<file path="config.mk">
export PLATFORM = sky130hd
export DESIGN_NAME = posit_decoder_pipe_flat
export DESIGN_NICKNAME = d
export VERILOG_FILES = /design/src/rtl/posit_decoder_pipe_if.sv /design/src/rtl/posit_decoder_pipe.sv /design/src/flat_wrapper.sv
export SDC_FILE = /design/constraint.sdc
export NUM_CORES = 1
export LEC_CHECK = 0
export BUFFER_PORTS_ARGS = -buffer_cell sky130_fd_sc_hd__clkbuf_2
export CAP_MARGIN = 30
export CORE_ASPECT_RATIO = 0.8
export CORE_MARGIN = 2
export CORE_UTILIZATION = 50
export CTS_BUF_LIST = sky130_fd_sc_hd__clkbuf_16
export DETAILED_ROUTE_END_ITERATION = 16
export GPL_TIMING_DRIVEN = 0
export MAX_ROUTING_LAYER = met4
export PLACE_DENSITY_LB_ADDON = 0.08
export SYNTH_ARGS = -nofsm -noshare
export SYNTH_HDL_FRONTEND = slang
export SYNTH_SLANG_ARGS = --single-unit
export TNS_END_PERCENT = 30
</file>
<file path="constraint.sdc">
create_clock -name clk -period 12 [get_ports clk]
set_clock_uncertainty 0.05 [all_clocks]
set_input_delay 2.4 -clock clk [delete_from_list [all_inputs] [get_ports clk]]
set_output_delay 2.4 -clock clk [all_outputs]
set_load 0.005 [all_outputs]
</file>
<file path="src/rtl/posit_decoder_pipe_if.sv">
// Operand/result bundle for the pipelined posit decoder: upstream operand
// handshake plus the decoded-field result handshake.
interface posit_decoder_pipe_if #(
  parameter int N  = 64,
  parameter int ES = 4,
  parameter int RS = $clog2(N) + 1,
  parameter int FS = N - ES - 3
);
  logic [N-1:0]         in_data;
  logic                 in_valid;
  logic                 in_ready;
  logic                 out_sign;
  logic signed [RS-1:0] out_regime;
  logic [ES-1:0]        out_exp;
  logic [FS-1:0]        out_frac;
  logic                 out_zero;
  logic                 out_nar;
  logic                 out_valid;
  logic                 out_ready;

  modport slave (
    input  in_data, in_valid, out_ready,
    output in_ready, out_sign, out_regime, out_exp, out_frac,
           out_zero, out_nar, out_valid
  );

  modport master (
    output in_data, in_valid, out_ready,
    input  in_ready, out_sign, out_regime, out_exp, out_frac,
           out_zero, out_nar, out_valid
  );
endinterface

</file>
<file path="src/rtl/posit_decoder_pipe.sv">
// Three-stage posit decoder: sign/magnitude, regime run detection, then
// exponent/fraction split. Each stage loads whenever it is empty or draining.
module posit_decoder_pipe #(
  parameter int N  = 64,
  parameter int ES = 4,
  parameter int RS = $clog2(N) + 1,
  parameter int FS = N - ES - 3
) (
  input  logic                clk,
  input  logic                rst,
  posit_decoder_pipe_if.slave pd
);

  // Length of the run of bits equal to the MSB of b, scanning downward.
  function automatic logic [RS-1:0] lead_run(input logic [N-2:0] b);
    logic [RS-1:0] m;
    logic          done;
    m    = RS'(N - 1);
    done = 1'b0;
    for (int i = N - 3; i >= 0; i--) begin
      if (!done && (b[i] != b[N-2])) begin
        m    = RS'(N - 2 - i);
        done = 1'b1;
      end
    end
    return m;
  endfunction

  logic en1, en2, en3;

  logic                 vld_p1_q, vld_p2_q, vld_p3_q;
  logic                 sign_p1_q, sign_p2_q, sign_p3_q;
  logic                 zero_p1_q, zero_p2_q, zero_p3_q;
  logic                 nar_p1_q, nar_p2_q, nar_p3_q;
  logic [N-2:0]         body_p1_q, body_p1_d;
  logic [RS-1:0]        run_p2_d;
  logic signed [RS-1:0] k_p2_q, k_p2_d, k_p3_q;
  logic [N-4:0]         rem_p2_q, rem_p2_d;
  logic [ES-1:0]        exp_p3_q;
  logic [FS-1:0]        frac_p3_q;

  assign en3         = !vld_p3_q || pd.out_ready;
  assign en2         = !vld_p2_q || en3;
  assign en1         = !vld_p1_q || en2;
  assign pd.in_ready = en1;

  // Stage 1: sign and two's-complement magnitude body
  assign body_p1_d = pd.in_data[N-1] ? -pd.in_data[N-2:0] : pd.in_data[N-2:0];

  always_ff @(posedge clk or posedge rst) begin
    if (rst) begin
      vld_p1_q  <= 1'b0;
      sign_p1_q <= 1'b0;
      body_p1_q <= '0;
      zero_p1_q <= 1'b0;
      nar_p1_q  <= 1'b0;
    end else if (en1) begin
      vld_p1_q <= pd.in_valid;
      if (pd.in_valid) begin
        sign_p1_q <= pd.in_data[N-1];
        body_p1_q <= body_p1_d;
        zero_p1_q <= (pd.in_data == '0);
        nar_p1_q  <= (pd.in_data == {1'b1, {(N-1){1'b0}}});
      end
    end
  end

  // Stage 2: regime from the leading run; drop run and terminator bit.
  // The two low bits of the shifted body never reach exp/frac.
  assign run_p2_d = lead_run(body_p1_q);
  assign rem_p2_d = (N-3)'((body_p1_q << (run_p2_d + RS'(1))) >> 2);

  always_comb begin
    k_p2_d = '0;
    if (!(zero_p1_q || nar_p1_q)) begin
      if (body_p1_q[N-2]) k_p2_d = signed'(run_p2_d - RS'(1));
      else                k_p2_d = -signed'(run_p2_d);
    end
  end

  always_ff @(posedge clk or posedge rst) begin
    if (rst) begin
      vld_p2_q  <= 1'b0;
      sign_p2_q <= 1'b0;
      k_p2_q    <= '0;
      rem_p2_q  <= '0;
      zero_p2_q <= 1'b0;
      nar_p2_q  <= 1'b0;
    end else if (en2) begin
      vld_p2_q <= vld_p1_q;
      if (vld_p1_q) begin
        sign_p2_q <= sign_p1_q;
        k_p2_q    <= k_p2_d;
        rem_p2_q  <= rem_p2_d;
        zero_p2_q <= zero_p1_q;
        nar_p2_q  <= nar_p1_q;
      end
    end
  end

  // Stage 3: exponent and left-aligned fraction split
  always_ff @(posedge clk or posedge rst) begin
    if (rst) begin
      vld_p3_q  <= 1'b0;
      sign_p3_q <= 1'b0;
      k_p3_q    <= '0;
      exp_p3_q  <= '0;
      frac_p3_q <= '0;
      zero_p3_q <= 1'b0;
      nar_p3_q  <= 1'b0;
    end else if (en3) begin
      vld_p3_q <= vld_p2_q;
      if (vld_p2_q) begin
        sign_p3_q <= sign_p2_q;
        k_p3_q    <= k_p2_q;
        exp_p3_q  <= rem_p2_q[N-4 -: ES];
        frac_p3_q <= rem_p2_q[FS-1:0];
        zero_p3_q <= zero_p2_q;
        nar_p3_q  <= nar_p2_q;
      end
    end
  end

  assign pd.out_valid  = vld_p3_q;
  assign pd.out_sign   = sign_p3_q;
  assign pd.out_regime = k_p3_q;
  assign pd.out_exp    = exp_p3_q;
  assign pd.out_frac   = frac_p3_q;
  assign pd.out_zero   = zero_p3_q;
  assign pd.out_nar    = nar_p3_q;

endmodule

</file>
<file path="src/flat_wrapper.sv">
// flat-port wrapper written by rule: the top's interface ports become plain ports
module posit_decoder_pipe_flat 
#(
  parameter int N  = 64,
  parameter int ES = 4,
  parameter int RS = $clog2(N) + 1,
  parameter int FS = N - ES - 3
)
  (clk, rst, pd_in_data, pd_in_valid, pd_out_ready, pd_in_ready, pd_out_sign, pd_out_regime, pd_out_exp, pd_out_frac, pd_out_zero, pd_out_nar, pd_out_valid);
  posit_decoder_pipe_if #(.N(N), .ES(ES), .RS(RS), .FS(FS)) pd_i ();
  input  logic clk;
  input  logic rst;
  input wire logic [$bits(pd_i.in_data)-1:0] pd_in_data;
  input wire logic [$bits(pd_i.in_valid)-1:0] pd_in_valid;
  input wire logic [$bits(pd_i.out_ready)-1:0] pd_out_ready;
  output wire logic [$bits(pd_i.in_ready)-1:0] pd_in_ready;
  output wire logic [$bits(pd_i.out_sign)-1:0] pd_out_sign;
  output wire logic [$bits(pd_i.out_regime)-1:0] pd_out_regime;
  output wire logic [$bits(pd_i.out_exp)-1:0] pd_out_exp;
  output wire logic [$bits(pd_i.out_frac)-1:0] pd_out_frac;
  output wire logic [$bits(pd_i.out_zero)-1:0] pd_out_zero;
  output wire logic [$bits(pd_i.out_nar)-1:0] pd_out_nar;
  output wire logic [$bits(pd_i.out_valid)-1:0] pd_out_valid;
  assign pd_i.in_data = pd_in_data;
  assign pd_i.in_valid = pd_in_valid;
  assign pd_i.out_ready = pd_out_ready;
  assign pd_in_ready = pd_i.in_ready;
  assign pd_out_sign = pd_i.out_sign;
  assign pd_out_regime = pd_i.out_regime;
  assign pd_out_exp = pd_i.out_exp;
  assign pd_out_frac = pd_i.out_frac;
  assign pd_out_zero = pd_i.out_zero;
  assign pd_out_nar = pd_i.out_nar;
  assign pd_out_valid = pd_i.out_valid;
  posit_decoder_pipe #(.N(N), .ES(ES), .RS(RS), .FS(FS)) u_core (.clk(clk), .rst(rst), .pd(pd_i));
endmodule
</file>
==> impl_results.md, run 1 <==
- DR WL/cell: 25.87 um
- Internal reg-to-reg setup slack: between 4 and 5 ns
- Post-synthesis instance area: 0.01475 mm2
- Crit path from: u_core.body_p1_q[62]
- Power density relative to cell area: 236.6 mW/mm2
- Area overhead of the layout relative to synthesis: 12.82%
- Worst EP required: 12.35 ns
- Fin nets: 1775
- Count of cells along the worst register-to-register path: 21
- Total via count in the routed design: 13660
- Net count of the mapped netlist: 1608
- Vias in the first global route: 12800
- Final TNS setup: 0 ns
- Number of buffers added by the clock tree synthesis step: 22
- Final RePlAce weighted congestion: 1.044
- Global-route usage over all layers: ~36%
- Hold-fix buffer count after cts: 0
- Slew @ Worst Pin: 1.014 ns
- Worst slew margin relative to its limit: between 30% and 40%
- RSZ-0062 raised after global routing: false
- Buffer cell driving the clock tree root: sky130_fd_sc_hd__clkbuf_16
- Port bufs: about 140
- Hold/Removal Path Class: register to register
- Cell leakage power: 7.356 nW
- Placed inst area: about 0.016 mm2
- Total iterations of the first detailed-routing run: 9
- Number of standard-cell rows in the floorplan: 56
- Gate Count Post-Synth: 1537
- Kind of end point of the critical path: register
- Post-detailed-route DRC marker count: 0
- Result of the run: finished clean
- Ratio of final minimum period to clock period: 62.64%
- Horizontal die dimension: 196.0 um
- Cell accounting for the most synthesized area: sky130_fd_sc_hd__dfrtp_1
- CP max FO: 10
- Mapped Avg Cell Area: 9.595 um2
- Global-route wire length before repair: 81.11 mm
- Initial core utilization: 50.60%
- CTS tree: done
- Maximum number of pins on one net before global-route repair: 124
- Starting DRC count in detailed routing: 1843
- Main area contributors after synthesis: sky130_fd_sc_hd__dfrtp_1, sky130_fd_sc_hd__mux4_2, sky130_fd_sc_hd__mux2_2, sky130_fd_sc_hd__mux2i_1, sky130_fd_sc_hd__nand2_1
- Number of buffers on the longest clock path: 3
- Floorplan core area: 0.02915 mm2
- Die Height: 157.6 um
- Sequential fraction of the synthesis area: 35.80%
- Peak supply drop: 0.0001661 V
- Highest clock rate: approximately 130 MHz
- Post-synth cell types: slightly below 80
- Launching element type of the critical path: register
- Warnings, synthesis: 0
- Routed WL: between 50 and 60 mm
- Cells along the critical path: buf_2 -> buf_6 -> buf_2 -> buf_2 -> buf_2 -> o21ai_0 -> a31oi_1 -> o21ai_0 -> nor4_1 -> nand4_2 -> nor2_4 -> buf_4 -> buf_2 -> ha_1 -> clkbuf_1 -> clkbuf_1 -> mux4_2 -> mux2i_1 -> mux2i_1 -> o22ai_1 -> o21ai_1
- FF-to-FF Start: u_core.body_p1_q[62]
- Total clock sinks: between 200 and 250
- Worst Setup EP: u_core.rem_p2_q[44]
- Hold Vio Cnt, Final: 0
- Data arrival time of the critical path: 7.87 ns
- Number of cells upsized or downsized after cts: 0
- Number of nets still failing antenna checks after routing: 0
- Dpl hpwl: 42.79 mm
- Most instantiated flip-flop cell in the synthesis netlist: sky130_fd_sc_hd__dfrtp_1
- CP peak stage delay: 0.64 ns
- Type of the worst setup path: register to register
- Final-report setup violation count: 0
- Boundary Pins: approximately 140
- Vias/cell: between 6 and 7
- Post-route cell area: 0.01664 mm2
- Worst-skew pair later-pin latency: 0.54 ns
- Slowest stage cell, crit path: sky130_fd_sc_hd__mux2i_1
- Top-area cell type share of the netlist area: 35.80%
- Fraction of the core area covered by cells at the end of the flow: 57.08%
- H-tree depth: 1
- Number of violations of the max-capacitance limit: 0
- Initial antenna violation count: 2
- Count of flip-flops with a built-in enable after synthesis: 0
- Count of pins over their slew limit: 0
- Die area: 0.03089 mm2
- Fraction of final layout cells with drive strength greater than 1: 22.29%
- Power, Total: about 3.9 mW
- Count of buffers added by post-CTS timing repair for setup: 0
- Cell types with the highest counts after synthesis: sky130_fd_sc_hd__dfrtp_1, sky130_fd_sc_hd__nand2_1, sky130_fd_sc_hd__o21ai_0
- Clock slew at reported path FFs: 0.06 ns
- Final Hold Slack: 0.4279 ns
- Cell type with the highest occurrence count on the critical path: sky130_fd_sc_hd__buf_2
- Clock period minus worst slack: 7.517 ns
- Total congestion overflow: 0
- Number of flip-flops and latches in the synthesized netlist: around 210
- Post-synthesis async set-or-reset flop share: 100.0%
- Terminus of the critical flop-to-flop path: u_core.rem_p2_q[44]
-- per-layer routing --
layer  share of wire (%)  vias up  global-route usage [%]
li1                    -     6086                       -
met4                 1.7        0                   6.277
met5                   0        -                       -
met1                  47     6759                   55.40
met2                  41      739                   49.48
met3                  11       77                   8.202
-- flip-flops by register name (all words and copies together) (netlist names), 4 cells and up --
name and flops:
u_core.pd.out_regime 7, u_core.k_p2_q 7, u_core.pd.out_frac 57, u_core.pd.out_exp 4, u_core.body_p1_q 63, u_core.rem_p2_q 61
-- cells in the final DEF, fill, tap and decap left out, drive strengths merged, types with 6 or more instances in the layout --
cell    instances
o21ai         138
a221oi          6
or3            14
mux2           84
a22o           14
nor2           62
nand4          19
o22ai          12
buf            50
clkinv          7
nand4b          6
nor3           28
a21oi          53
mux2i          91
nor2b           9
o31ai          28
xor2           64
clkbuf        248
a31oi          11
a22oi          24
nand3          47
and3           10
a32oi          15
or4            21
o221ai          6
nand2b         22
nor4           14
nand2         211
inv            23
dfrtp         211
xnor2          15
and2            6
mux4           61
o211ai         11
o41ai          11
-- kinds of logic after synthesis --
group / count (synthesis) / synth area share (%)
adder cells (fa/ha/maj): 3 / 0.2545
AND/OR/NAND/NOR: 487 / 16.26
XOR/XNOR: 79 / 4.743
buffers and inverters: 153 / 4.666
multiplexers: 236 / 22.02
AO/OA/AOI/OAI: 368 / 16.26
flip-flops: 211 / 35.80
-- layout make-up --
class                           count  area (um2)
Antenna cell                        2       5.005
Buffer                            133       610.6
Clock buffer                       22       550.5
Clock inverter                     12       112.6
Fill cell                        2629       12510
Inverter                           20       85.08
Multi-Input combinational cell   1173        8780
Sequential cell                   211        5280
Tap cell                          377       471.7
Timing Repair Buffer              143       743.2
-- worst min path at each step --
stage                                    from                  end  slack (ns)  cells past startpoint
after floorplan           u_core.rem_p2_q[19]  u_core.rem_p2_q[19]        0.38                      2
after global placement    u_core.rem_p2_q[19]  u_core.rem_p2_q[19]        0.41                      2
after detailed placement  u_core.rem_p2_q[19]  u_core.rem_p2_q[19]        0.41                      2
after CTS                 u_core.rem_p2_q[33]  u_core.rem_p2_q[33]        0.43                      2
after global routing      u_core.rem_p2_q[24]  u_core.rem_p2_q[24]        0.46                      2
final                     u_core.rem_p2_q[24]  u_core.rem_p2_q[24]        0.43                      2
-- where the power goes --
| part | switching [mW] | internal (mW) | total [mW] |
|---|---|---|---|
| Combinational | 1.32 | 0.814 | 2.14 |
| Clock | 0.281 | 0.373 | 0.653 |
| Sequential | 0.181 | 0.966 | 1.15 |
| Total | 1.78 | 2.15 | 3.94 |
-- stage by stage --
step,std cells,setup WS (ns)
after floorplan,1537,3.784
after detailed placement,2055,4.694
after global placement,2053,1.659
final,2093,4.483
after global routing,2092,4.240
after CTS,2089,4.696
-- critical path, delay by kind of cell, from the launching register on --
kind / cells / cell delay (ns)
simple gates: 3 / 1.17
buf+inv: 9 / 3.03
flops: 1 / 0.32
fa+ha+maj: 1 / 0.26
compound gates: 5 / 1.00
mux: 3 / 1.49
Note: power is estimated with default switching activity, not from simulation.
==> run 2: changes to the inputs <==
==> constraint.sdc (replaced) <==
create_clock -name clk -period 6.2 [get_ports clk]
set_clock_uncertainty 0.05 [all_clocks]
set_input_delay 1.24 -clock clk [delete_from_list [all_inputs] [get_ports clk]]
set_output_delay 1.24 -clock clk [all_outputs]
set_load 0.005 [all_outputs]
==> impl_results.md, run 2 (same netlist as run 1, synthesis figures left out) <==
- Boundary Pins: 141 (unchanged)
- Fraction of final layout cells with drive strength greater than 1: 24.99% (+2.7 points)
- Net switching power of the design: 3.514 mW (+97%)
- Number of buffers added by the clock tree synthesis step: 22 (unchanged)
- Slowest stage cell, crit path: sky130_fd_sc_hd__mux2i_1
- Number of standard-cell rows in the floorplan: 56 (unchanged)
- Result of the run: finished clean
- Post-detailed-route DRC marker count: 0 (unchanged)
- Total congestion overflow: 0 (unchanged)
- Worst EP required: 6.61 ns (-5.74 ns)
- Pre-CTS setup slack: -0.9760 ns (-5.670 ns)
- Global-route wire length before repair: 80.92 mm (-0.24%)
- Sw Ratio: 45.56% (+0.22 points)
- Commonest non-fill, non-tap cells in the layout: sky130_fd_sc_hd__nand2_1, sky130_fd_sc_hd__dfrtp_1, sky130_fd_sc_hd__clkbuf_2
- Cell leakage power: 7.433 nW (+1.1%)
- Type of the worst setup path: register to register
- Routed WL: 54.03 mm (-0.22%)
- Area overhead of the layout relative to synthesis: 14.74%
- CP max FO: 10 (unchanged)
- Worst-skew pair later-pin latency: 0.53 ns (about the same)
- Number of nets still failing antenna checks after routing: 0 (unchanged)
- Final TNS setup: 0 ns (unchanged)
- Number of violations of the max-capacitance limit: 0 (unchanged)
- DR WL/cell: 25.73 um (-0.55%)
- Maximum number of pins on one net before global-route repair: 44 (-65%)
- Count of pins over their slew limit: 0 (unchanged)
- Vias in the first global route: 12870 (+0.53%)
- Total via count in the routed design: 13750 (+0.64%)
- Global-route usage over all layers: 36.19% (-0.12 points)
- Total clock sinks: 211 (unchanged)
- Die Height: 157.6 um (unchanged)
- Dpl hpwl: 42.87 mm (+0.18%)
- Cells along the critical path: buf_2 -> buf_6 -> buf_2 -> clkbuf_4 -> clkbuf_4 -> o21ai_0 -> a31oi_1 -> o21ai_0 -> nor4_2 -> nand4_2 -> nor2_4 -> buf_4 -> buf_6 -> ha_1 -> inv_1 -> xnor2_2 -> buf_2 -> clkbuf_4 -> mux2i_1 -> o22ai_1 -> o21ai_1
- Floorplan core area: 0.02915 mm2 (unchanged)
- Die area: 0.03089 mm2 (unchanged)
- Horizontal die dimension: 196.0 um (unchanged)
- Clock period minus worst slack: 6.103 ns (-1.413 ns)
- Starting DRC count in detailed routing: 1613 (-12%)
- Kind of end point of the critical path: register
- Total iterations of the first detailed-routing run: 6 (-3)
- Ratio of final minimum period to clock period: 98.44% (+36 points)
- Sequential share of power: 28.7% (-0.4 points)
- Peak supply drop: 0.0002857 V (+72%)
- Hold Vio Cnt, Final: 0 (unchanged)
- Hold/Removal Path Class: register to register
- Power density relative to cell area: 455.9 mW/mm2 (+93%)
- Port bufs: 139 (unchanged)
- H-tree depth: 1 (unchanged)
- Final RePlAce weighted congestion: 1.015 (-2.8%)
- Clock share of power: 15.7% (-0.9 points)
- Buffer cell driving the clock tree root: sky130_fd_sc_hd__clkbuf_16
- Proportion of power drawn by combinational gates: 55.6% (+1.3 points)
- Slew @ Worst Pin: 0.9733 ns (-0.04028 ns)
- Power, Total: 7.715 mW (+96%)
- Data arrival time of the critical path: 6.51 ns (-1.36 ns)
- Launching element type of the critical path: register
- Initial core utilization: 50.60% (unchanged)
- Most flops, register: u_core.body_p1_q
- Worst-case setup margin in the final layout: 0.09675 ns (-4.387 ns)
- Number of flip-flops under the largest register name: 63 (unchanged)
- Fin nets: 1781 (+0.34%)
- CTS tree: done
- Clock slew at reported path FFs: 0.06 ns (about the same)
- CP peak stage delay: 0.48 ns (-0.16 ns)
- Final-report setup violation count: 0 (unchanged)
- Number of buffers on the longest clock path: 3 (unchanged)
- Highest clock rate: 163.8 MHz (+23%)
- P_int: 4.200 mW (+95%)
- Final Hold Slack: 0.4139 ns (-0.01394 ns)
- Initial antenna violation count: 2 (unchanged)
- Vias/cell: 6.547 (+0.31%)
- Worst slew margin relative to its limit: 33.44% (+2.8 points)
-- run 2: changes by cell type in the layout (fill, tap and decap cells not counted), sizes merged --
cell      delta
bufinv       -2
buf          +3
clkinv       -3
inv          +4
clkinvlp     +1
clkbuf       +4
-- run 2: power by group through the flow --
stage	combinational, mW	clock [mW]	sequential [mW]
final	4.29	1.21	2.21
after global routing	4.51	1.28	2.27
after CTS	4.08	1.23	2.21
after detailed placement	3.97	0	2.23
after global placement	3.95	0	2.21
after floorplan	2.50	0	2.13
-- run 2: what timing repair did --
item | 4_1_cts | 5_1_grt
gates resized for setup | 36 | 28
pin swaps | 0 | 4
hold buffers | 0 | 0
endpoints found under the setup margin | 61 | 58
buffers inserted | 0 | 4
-- run 2: layout make-up --
class	count	area (um2)
fillers	2644	12230
multi-input cells	1173	8962
flip-flops and latches	211	5280
repair buffers	149	833.3
plain buffers	133	655.6
clock buffers	23	575.6
well taps	377	471.7
inverters	20	81.33
clock inverters	12	56.30
diodes	2	5.005
-- run 2: path summary, 6_finish.rpt --
check                      cells after the start                 start  slack, ns              endpoint
max in group asynchronous                      5                   rst       4.45   u_core.rem_p2_q[12]
setup reg to reg                              21  u_core.body_p1_q[62]        0.1   u_core.rem_p2_q[42]
hold reg to reg                                2   u_core.rem_p2_q[29]       0.41   u_core.rem_p2_q[29]
setup / recovery                              21  u_core.body_p1_q[62]        0.1   u_core.rem_p2_q[42]
min in group asynchronous                      2                   rst       0.58  u_core.body_p1_q[56]
hold / removal                                 2   u_core.rem_p2_q[29]       0.41   u_core.rem_p2_q[29]
-- run 2: through the flow --
stage	utilization, %	instances	instance area, um2
2_1_floorplan	-	1537	14750
3_3_place_gp	54.61	2053	15920
3_5_place_dp	54.98	2059	16030
4_1_cts	57.63	2094	16800
5_1_grt	58.04	2098	16920
6_report	58.05	2100	16920
-- run 2: critical path: cells and delay by family (launching register included) --
| kind | cells | cell delay (ns) |
|---|---|---|
| buffers and inverters | 10 | 2.66 |
| adders and majority gates | 1 | 0.26 |
| DFF | 1 | 0.32 |
| AOI/OAI and AO/OA | 5 | 0.91 |
| muxes | 1 | 0.48 |
| xor gates and xnor gates | 1 | 0.37 |
| and+or+nand+nor | 3 | 0.97 |
-- run 2: layer usage --
metal / up-vias / part of all wire [%] / wire [um] / global-route usage [%]
li1: 6098 / - / - / -
met1: 6844 / 47 / 25140 / 54.09
met2: 733 / 40 / 21840 / 49.50
met3: 74 / 11 / 6191 / 10.12
met4: 0 / 1.6 / 856 / 5.519
met5: - / 0 / 0 / -
==> run 3: changes to the inputs <==
--- a/config.mk
+++ b/config.mk
@@ -5,16 +5,18 @@
 export SDC_FILE = /design/constraint.sdc
 export NUM_CORES = 1
 export LEC_CHECK = 0
-export BUFFER_PORTS_ARGS = -buffer_cell sky130_fd_sc_hd__clkbuf_2
+export BUFFER_PORTS_ARGS = -buffer_cell sky130_fd_sc_hd__buf_2
 export CAP_MARGIN = 30
+export CELL_PAD_IN_SITES_DETAIL_PLACEMENT = 0
+export CELL_PAD_IN_SITES_GLOBAL_PLACEMENT = 1
 export CORE_ASPECT_RATIO = 0.8
 export CORE_MARGIN = 2
-export CORE_UTILIZATION = 50
+export CORE_UTILIZATION = 43
 export CTS_BUF_LIST = sky130_fd_sc_hd__clkbuf_16
 export DETAILED_ROUTE_END_ITERATION = 16
 export GPL_TIMING_DRIVEN = 0
 export MAX_ROUTING_LAYER = met4
-export PLACE_DENSITY_LB_ADDON = 0.08
+export PLACE_DENSITY_LB_ADDON = 0.1
 export SYNTH_ARGS = -nofsm -noshare
 export SYNTH_HDL_FRONTEND = slang
 export SYNTH_SLANG_ARGS = --single-unit
==> impl_results.md, run 3 (same netlist as run 1, synthesis figures left out) <==
- Result of the run: finished clean
- Sequential share of power: 28.0% (-0.7 points)
- Data arrival time of the critical path: 6.45 ns (-0.06 ns)
- Slew @ Worst Pin: 1.008 ns (+0.03457 ns)
- Internal reg-to-reg setup slack: 0.16 ns (+0.07 ns)
- CP max FO: 10 (unchanged)
- Initial antenna violation count: 0 (-2)
- Buffer cell driving the clock tree root: sky130_fd_sc_hd__clkbuf_16
- Worst slew margin relative to its limit: 31.07% (-2.4 points)
- Port bufs: 139 (unchanged)
- Peak supply drop: 0.0002425 V (-15%)
- Post-detailed-route DRC marker count: 0 (unchanged)
- Final-layout fill cell count: 3243 (+23%)
- Commonest non-fill, non-tap cells in the layout: sky130_fd_sc_hd__nand2_1, sky130_fd_sc_hd__dfrtp_1, sky130_fd_sc_hd__buf_2
- H-tree depth: 1 (unchanged)
- Number of nets still failing antenna checks after routing: 0 (unchanged)
- P_int: 4.309 mW (+2.6%)
- Most flops, register: u_core.body_p1_q
- Sw Ratio: 45.40% (-0.16 points)
- Total via count in the routed design: 13570 (-1.3%)
- Launching element type of the critical path: register
- Type of the worst setup path: register to register
- Horizontal die dimension: 211.1 um (+7.7%)
- Vias in the first global route: 12790 (-0.65%)
- CP peak stage delay: 0.64 ns (+0.16 ns)
- Final RePlAce weighted congestion: 1.032 (+1.7%)
- Met1 Usage GRT: 48.60% (-5.5 points)
- Power, Total: 7.893 mW (+2.3%)
- Final Hold Slack: 0.4247 ns (+0.01077 ns)
- Die Height: 169.6 um (+7.6%)
- Placed inst area: 0.01610 mm2 (+0.44%)
- Met3 Usage GRT: 9.974% (-0.15 points)
- Cell type with the highest occurrence count on the critical path: sky130_fd_sc_hd__clkbuf_1
- Worst-skew pair later-pin latency: 0.54 ns (about the same)
- Total congestion overflow: 0 (unchanged)
- Ratio of final minimum period to clock period: 97.36% (-1.1 points)
- Global-route usage over all layers: 32.58% (-3.6 points)
- Number of standard-cell rows in the floorplan: 60 (+7.1%)
- Number of antenna diodes: 0 (-2)
- Clock slew at reported path FFs: 0.06 ns (about the same)
- Power density relative to cell area: 461.7 mW/mm2 (+1.3%)
- Cells along the critical path: clkbuf_1 -> nor3_1 -> a22o_1 -> clkbuf_1 -> nand4_2 -> or3_1 -> o21ai_2 -> nor2_4 -> buf_4 -> buf_4 -> ha_1 -> xnor2_1 -> clkbuf_1 -> nor2_1 -> a21oi_1 -> a32oi_1 -> nand2_1
- Number of flip-flops under the largest register name: 63 (unchanged)
- Fraction of final layout cells with drive strength greater than 1: 25.45% (+0.46 points)
- Kind of end point of the critical path: register
- Proportion of power drawn by combinational gates: 55.3% (-0.3 points)
- Die area: 0.03580 mm2 (+16%)
- DR WL/cell: 26.02 um (+1.1%)
- Area overhead of the layout relative to synthesis: 15.92%
- Hold/Removal Path Class: register to register
- RSZ-0062 raised after global routing: true
- Dpl hpwl: 44.94 mm (+4.8%)
- Slowest stage cell, crit path: sky130_fd_sc_hd__clkbuf_1
- Clock share of power: 16.7% (+1.0 points)
- Number of buffers on the longest clock path: 3 (unchanged)
- Register area: 0.005280 mm2 (unchanged)
- Total clock sinks: 211 (unchanged)
- Routed WL: 56.17 mm (+4.0%)
- Fraction of the core area covered by cells at the end of the flow: 50.72% (-7.3 points)
- Floorplan core area: 0.03371 mm2 (+16%)
- Maximum number of pins on one net before global-route repair: 44 (unchanged)
- Net switching power of the design: 3.583 mW (+2.0%)
- Highest clock rate: 165.7 MHz (+1.1%)
- Final-report setup violation count: 0 (unchanged)
- Cell leakage power: 7.432 nW (about the same)
- Number of buffers added by the clock tree synthesis step: 22 (unchanged)
- Starting DRC count in detailed routing: 1452 (-10%)
- Post-route cell area: 0.01710 mm2 (+1.0%)
- Clock period minus worst slack: 6.036 ns (-0.06714 ns)
- Hold Vio Cnt, Final: 0 (unchanged)
- CTS tree: done
- Vias/cell: 6.287 (-4.0%)
- Boundary Pins: 141 (unchanged)
- Fin nets: 1780 (-0.056%)
- Global-route wire length before repair: 84.38 mm (+4.3%)
- GRT Max-Usage Layer: met1
- Number of violations of the max-capacitance limit: 0 (unchanged)
- Area taken by multi-input logic gates: 0.009001 mm2 (+0.43%)
- Worst EP required: 6.61 ns (about the same)
- Total iterations of the first detailed-routing run: 6 (unchanged)
- Initial core utilization: 43.75% (-6.8 points)
- Count of pins over their slew limit: 0 (unchanged)
- Global-route met2 utilization: 43.66% (-5.8 points)
run 3: cell types whose count changed in the layout (fill, tap and decap cells not counted), moves of 2 or more:
cell / change
sky130_fd_sc_hd__clkinvlp_4: +2
sky130_fd_sc_hd__inv_1: -2
sky130_fd_sc_hd__buf_2: +138
sky130_fd_sc_hd__mux2i_1: -4
sky130_fd_sc_hd__clkinv_1: +3
sky130_fd_sc_hd__mux2i_4: +3
sky130_fd_sc_hd__clkbuf_2: -138
sky130_fd_sc_hd__bufinv_16: +2
sky130_fd_sc_hd__diode_2: -2
run 3: path summary, 6_finish.rpt:
| check | from | end | depth (start not counted) |
|---|---|---|---|
| worst max-delay path | u_core.body_p1_q[54] | u_core.rem_p2_q[20] | 17 |
| worst min-delay path | u_core.rem_p2_q[33] | u_core.rem_p2_q[33] | 2 |
| worst max register to register | u_core.body_p1_q[54] | u_core.rem_p2_q[20] | 17 |
| worst min register to register | u_core.rem_p2_q[33] | u_core.rem_p2_q[33] | 2 |
| max in group asynchronous | rst | u_core.pd.out_frac[37] | 5 |
| min in group asynchronous | rst | u_core.zero_p1_q | 2 |
run 3: final cells by class:
| type | count | share of cell area (%) |
|---|---|---|
| Inverter | 20 | 0.4757 |
| Timing Repair Buffer | 149 | 4.874 |
| Buffer | 132 | 3.791 |
| Multi-Input combinational cell | 1173 | 52.65 |
| Clock buffer | 23 | 3.367 |
| Tap cell | 434 | 3.176 |
| Sequential cell | 211 | 30.89 |
| Clock inverter | 17 | 0.7758 |
run 3: repair_timing:
action | 4_1_cts | 5_1_grt
resized for setup | 42 | 29
pin swaps | 0 | 4
endpoints found under the setup margin | 61 | 60
hold endpoints to repair | 0 | 0
setup buffers | 0 | 4
hold buffers | 0 | 0
run 3: metal layers:
layer  part of all wire, %  routed length, um
met5                     0                  0
met4                   1.4                813
met3                    11               5911
met2                    41              22780
met1                    47              26670
run 3: critical path, delay by kind of cell (launching register included):
family                   cells  cell delay [ns]
flip-flops                   1             0.37
adder cells (fa/ha/maj)      1             0.27
XOR/XNOR                     1             0.52
buffers and inverters        5             1.58
AO/OA/AOI/OAI                4             1.49
AND/OR/NAND/NOR              6             1.67
run 3: power groups by stage:
stage / logic [mW] / registers, mW / clock network [mW]
3_5_place_dp: 4.01 / 2.23 / 0
3_3_place_gp: 4.02 / 2.21 / 0
6_report: 4.36 / 2.21 / 1.32
5_1_grt: 4.59 / 2.27 / 1.40
2_1_floorplan: 2.50 / 2.13 / 0
4_1_cts: 4.14 / 2.21 / 1.35
run 3: stage by stage:
step / cells / TNS [ns] / worst slack, ns
global route: 2159 / -0.1308 / -0.07823
detailed placement: 2116 / -37.01 / -1.065
CTS: 2156 / 0 / 0.002130
global placement: 2110 / -33.73 / -1.074
floorplan: 1537 / 0 / 1.351
finish: 2159 / 0 / 0.1639
